### src/rtl/gnn_host_if.sv
// Host-side operand loader and result collector for the 4-node GNN compute top.
// Streams in 40 operands, issues them, captures 8 results by ready flag, drains them as a stream.
module gnn_host_if #(
    parameter int unsigned N_X     = 16,
    parameter int unsigned N_W     = 24,
    parameter int unsigned N_OUT   = 8,
    parameter int unsigned TIMEOUT = 63
) (
    input  logic                   clk,
    input  logic                   rst,
    input  logic                   s_valid,
    output logic                   s_ready,
    input  logic [4:0]             s_data,
    output logic [5*N_X-1:0]       x_flat,
    output logic [5*N_W-1:0]       w_flat,
    output logic                   in_ready,
    input  logic [21*N_OUT-1:0]    out_flat,
    input  logic [N_OUT-1:0]       out_ready,
    output logic                   m_valid,
    input  logic                   m_ready,
    output logic [20:0]            m_data,
    output logic                   m_last,
    output logic                   busy,
    output logic                   err_timeout
);

    localparam int unsigned OW   = 5;
    localparam int unsigned RW   = 21;
    localparam int unsigned N_OP = N_X + N_W;
    localparam int unsigned LD_W = $clog2(N_OP);
    localparam int unsigned WT_W = $clog2(TIMEOUT + 1);
    localparam int unsigned DR_W = $clog2(N_OUT);

    typedef enum logic [1:0] {LOAD, ISSUE, WAIT, DRAIN} state_t;

    state_t            state;
    logic [LD_W-1:0]   ld_cnt;
    logic [WT_W-1:0]   wait_cnt;
    logic [DR_W-1:0]   dr_idx;
    logic [DR_W-1:0]   dr_nxt;
    logic [N_OUT-1:0]  mask;
    logic [RW-1:0]     cap [N_OUT];
    logic              s_fire;
    logic              m_fire;

    assign s_fire = s_valid & s_ready;
    assign m_fire = m_valid & m_ready;
    assign dr_nxt = dr_idx + DR_W'(1);

    // Single-process FSM; every output is a register updated alongside the state.
    always_ff @(posedge clk or posedge rst) begin
        if (rst) begin
            state       <= LOAD;
            ld_cnt      <= '0;
            wait_cnt    <= '0;
            dr_idx      <= '0;
            mask        <= '0;
            for (int unsigned j = 0; j < N_OUT; j++) cap[j] <= '0;
            x_flat      <= '0;
            w_flat      <= '0;
            s_ready     <= 1'b0;
            in_ready    <= 1'b0;
            m_valid     <= 1'b0;
            m_last      <= 1'b0;
            m_data      <= '0;
            busy        <= 1'b0;
            err_timeout <= 1'b0;
        end else begin
            case (state)
                LOAD: begin
                    s_ready <= 1'b1;
                    if (s_fire) begin
                        for (int unsigned k = 0; k < N_X; k++)
                            if (ld_cnt == LD_W'(k)) x_flat[OW*k +: OW] <= s_data;
                        for (int unsigned k = 0; k < N_W; k++)
                            if (ld_cnt == LD_W'(N_X + k)) w_flat[OW*k +: OW] <= s_data;
                        if (ld_cnt == LD_W'(N_OP - 1)) begin
                            // Last operand: issue, and start the timeout window from this edge.
                            state    <= ISSUE;
                            ld_cnt   <= '0;
                            s_ready  <= 1'b0;
                            in_ready <= 1'b1;
                            busy     <= 1'b1;
                            mask     <= '0;
                            wait_cnt <= '0;
                            for (int unsigned j = 0; j < N_OUT; j++) cap[j] <= '0;
                        end else begin
                            ld_cnt <= ld_cnt + LD_W'(1);
                        end
                    end
                end
                ISSUE: begin
                    state    <= WAIT;
                    wait_cnt <= wait_cnt + WT_W'(1);
                end
                WAIT: begin
                    if ((&mask) || (wait_cnt == WT_W'(TIMEOUT))) begin
                        if (!(&mask)) err_timeout <= 1'b1;
                        state    <= DRAIN;
                        in_ready <= 1'b0;
                        m_valid  <= 1'b1;
                        m_data   <= cap[0];
                        m_last   <= 1'b0;
                        dr_idx   <= '0;
                    end else begin
                        wait_cnt <= wait_cnt + WT_W'(1);
                        // First ready wins; later changes of a captured word are ignored.
                        for (int unsigned j = 0; j < N_OUT; j++) begin
                            if (out_ready[j] && !mask[j]) begin
                                cap[j]  <= out_flat[RW*j +: RW];
                                mask[j] <= 1'b1;
                            end
                        end
                    end
                end
                DRAIN: begin
                    if (m_fire) begin
                        if (dr_idx == DR_W'(N_OUT - 1)) begin
                            state   <= LOAD;
                            dr_idx  <= '0;
                            m_valid <= 1'b0;
                            m_last  <= 1'b0;
                            m_data  <= '0;
                            busy    <= 1'b0;
                            s_ready <= 1'b1;
                        end else begin
                            dr_idx <= dr_nxt;
                            m_data <= cap[dr_nxt];
                            m_last <= (dr_nxt == DR_W'(N_OUT - 1));
                        end
                    end
                end
                default: state <= LOAD;
            endcase
        end
    end

endmodule

### config.mk
export PLATFORM = sky130hd
export DESIGN_NAME = gnn_host_if
export DESIGN_NICKNAME = d
export VERILOG_FILES = /design/src/rtl/gnn_host_if.sv
export SDC_FILE = /design/constraint.sdc
export NUM_CORES = 1
export LEC_CHECK = 0
export CORE_ASPECT_RATIO = 0.7
export CORE_MARGIN = 1
export CORE_UTILIZATION = 35
export DETAILED_ROUTE_END_ITERATION = 10
export HOLD_SLACK_MARGIN = 0.05
export PLACE_DENSITY = 0.66
export SYNTH_ARGS = -nofsm -noshare
export SYNTH_HDL_FRONTEND = slang
export SYNTH_SLANG_ARGS = --single-unit
### constraint.sdc
create_clock -name clk -period 19.1 [get_ports clk]
set_clock_uncertainty 0.15 [all_clocks]
set_input_delay 1.91 -clock clk [delete_from_list [all_inputs] [get_ports clk]]
set_output_delay 1.91 -clock clk [all_outputs]
set_load 0.1 [all_outputs]
==> results.yml <==
status:
  outcome: "finished clean"
clock_network:
  cts_inserted_buffers: 44
  cts.sinks: 420
  cts_buffer_depth: 3
  cts_root_buf: "clkbuf_16"
  clock_latency_ns: 0.57
  clkSlewWorstSetupHoldPaths_ns: 0.06
  htree_levels: 2
  cts_tree: "yes"
  postCtsHoldBufs: 0
  cts.repair.resized: 0
  cts_setup_buffers: 0
synthesis:
  synth_edf_count: 0
  synth_area_leaders: "dfrtp_1 (60%), mux2_2 (14%), a22o_1 (8.3%), mux4_2 (5.4%), mux2i_1 (1.3%)"
  synth_mux_area_share_pct: 21.1
  synth_seq_cells: 420
  syn_area_um2: 17600
  yosysWarnings: 0
  synth-simple-area-share_pct: 3.52
  synth_xor_area_share_pct: 0.149
  synthArstFlopShare_pct: 100
  synth.avg_cell_area_um2: 14.5
  synth_top_family_by_area: "multiplexers"
  mappedNetlistNets: 1415
  yosysSeqAreaShare_pct: 59.6
  synth-compound-area-share_pct: 11.5
  netlist-cell-type-count: 51
  synth_adder_area_share_pct: 0.781
  yosysTopAreaCell: "dfrtp_1"
  synth_cells: 1219
  synth-main-ff-cell: "dfrtp_1"
  synth_top_area_share_pct: 59.6
worst_setup_path:
  path_cells: "clkdlybuf4s50_1 -> nand3_1 -> o32a_1 -> a211o_1 -> a22o_1"
  reg2reg_depth: 5
  worstSetupEndpointType: "flip-flop"
  reg2reg_to: "cap[73]$_DFFE_PP0P_"
  critical-path-top-delay-family: "compound AO/OA/AOI/OAI gates"
  required_ns: 19.44
  startpoint_type: "input port"
  path_buf_inv: 1
  crit_arrival_ns: 4.67
  rrSetupSlack_ns: 15.61
  cp_slowest_cell: "o32a_1"
  max_stage_delay_ns: 0.95
  path_class: "in2reg"
  crit_fanout: 22
  reg2reg_from: "ld_cnt[0]$_DFFE_PP0P_"
route:
  vias: 12400
  wl_mm: 55.1
  avgRoutedWirePerCell_um: 23.9
  drc: 0
  drtIter0Drc: 826
  viasPerCell: 5.37
  ant_nets: 0
  dr.pass1.iters: 4
finish:
  seq_area_um2: 10500
  syn2layout_area_growth_pct: 36.2
  mostFrequentLayoutCells: "dfrtp_1 (419), clkdlybuf4s50_1 (411), mux2_2 (224), a22o_1 (168), clkbuf_16 (45)"
  drive_above_1_share_pct: 23.3
  fillers: 4294
  final_common_cell: "dfrtp_1"
  final_util_pct: 48.5
  multi_input_area_um2: 6610
  fin_nets: 1804
grt:
  grt_overflow: 0
  grtUsageTotal_pct: 21.4
  grt_pass1_vias: 12700
  antenna_found_initial: 7
  grt_max_degree: 171
  grt_pass1_wl_mm: 83.1
power:
  fin_total_pwr_w: 0.00431
  worst_ir_drop_vdd_mv: 0.111
  p_leak_nw: 10.7
  cellPowerDensity_nw_per_um2: 179
min_path:
  hp-start: "err_timeout$_DFFE_PP0P_"
  hp-class: "reg2reg"
  whs_path_depth: 2
  whs_endpoint: "err_timeout$_DFFE_PP0P_"
job:
  maxCapViolations: 0
floorplan:
  row_count: 68
  die_area_um2: 51300
  core_um2: 49500
  pin_count: 412
  die_x_um: 270
  start_util_pct: 35.6
  die_h_um: 190
place:
  hpwl_mm: 38.1
  dp_slack_ns: 14.17
  io_buffers: 411
  gp_congestion: 0.857
timing:
  rsz0062_at_grt: "no"
  setup_tns_ns: 0
  slew_headroom_pct: 19.4
  fin_crit_ns: 4.33
  hold_viol: 0
  setup_ws_ns: 14.77
  slew_viol_final: 0
  period_share_pct: 22.7
  worst_pin_slew_ns: 1.21
  setup_viol: 0
  fmax_mhz: 231
state kept, by name (all words and copies together) (netlist names), 2 cells and up:
signal and cells:
m_data 21, x_flat 80, mask 8, cap 168, w_flat 120, state 2
dr_idx 3, ld_cnt 6, wait_cnt 6
final cells by class:
| type | instances | area share, % |
|---|---|---|
| flip-flops and latches | 420 | 43.8 |
| repair buffers | 434 | 17.9 |
| diodes | 2 | 0.0208 |
| inverters | 44 | 0.719 |
| clock inverters | 21 | 1.34 |
| well taps | 665 | 3.46 |
| clock buffers | 58 | 5.27 |
| multi-input cells | 664 | 27.5 |
metal layers:
| layer | global-route usage [%] | part of all wire, % | up-vias | wire length, µm |
|---|---|---|---|---|
| met5 | 0 | 0.11 | - | 63 |
| met4 | 6.54 | 2.5 | 10 | 1380 |
| met3 | 5.87 | 7.7 | 89 | 4260 |
| met2 | 31.5 | 44 | 492 | 24200 |
| met1 | 30.7 | 46 | 6457 | 25200 |
| li1 | - | - | 5346 | - |
power by group:
group | leakage (nW) | internal, W | switching [W]
Sequential | 5.66 | 0.00115 | 0.000169
Combinational | 4.30 | 0.000646 | 0.00139
Clock | 0.787 | 0.000575 | 0.000371
Total | 10.7 | 0.00238 | 0.00193
logic make-up (layout without fill, tap and decap cells):
family,Yosys count,count (layout)
buffers and inverters,135,557
other,0,2
and+or+nand+nor,111,111
adders and majority gates,11,11
xor gates and xnor gates,3,3
DFF,420,420
AOI/OAI and AO/OA,248,248
muxes,291,291
tightest hold or removal path: cells and delay by family (launching register included):
family / cells / cell delay, ns
buffers and inverters: 1 / 0.04
DFF: 1 / 0.34
AOI/OAI and AO/OA: 1 / 0.05
cell usage after synthesis, types with 2 or more instances:
master and number:
o22ai_1 22, buf_1 2, nand3b_1 3, mux2_2 224, or3_1 4, o211ai_1 8, buf_6 3, a21o_1 8
buf_2 38, o221ai_1 2, inv_1 44, nand2b_1 4, xnor2_1 3, mux2_1 2, nand2_1 16, nor4_2 7
buf_4 4, o31ai_1 2, nor3_1 5, a31oi_1 2, o21ai_0 7, a211o_1 8, nor2b_1 3, ha_1 11
nand4_1 5, nand3_1 22, a22o_1 168, a21oi_1 13, clkbuf_1 44, mux2i_1 23, nor2_1 32, mux4_2 42
dfrtp_1 420
through the flow:
| step | cells | hold slack, ns | area [µm²] |
|---|---|---|---|
| 3_3_place_gp | 2227 | 0.300 | 22400 |
| 5_1_grt | 2307 | 0.338 | 24000 |
| 6_report | 2308 | 0.312 | 24000 |
| 2_1_floorplan | 1219 | 0.311 | 17600 |
| 3_5_place_dp | 2227 | 0.302 | 22400 |
| 4_1_cts | 2306 | 0.317 | 24000 |
worst max path at each step:
stage	end	cells after the start	startpoint	slack (ns)
3_5_place_dp	cap[71]$_DFFE_PP0P_	5	s_valid	14.17
3_3_place_gp	cap[48]$_DFFE_PP0P_	5	s_valid	14.21
2_1_floorplan	busy$_DFFE_PP0P_	1	rst	5.35
5_1_grt	cap[73]$_DFFE_PP0P_	5	s_valid	14.58
6_report	cap[73]$_DFFE_PP0P_	5	s_valid	14.77
4_1_cts	cap[73]$_DFFE_PP0P_	5	s_valid	14.76
(Power assumes the default switching activity.)
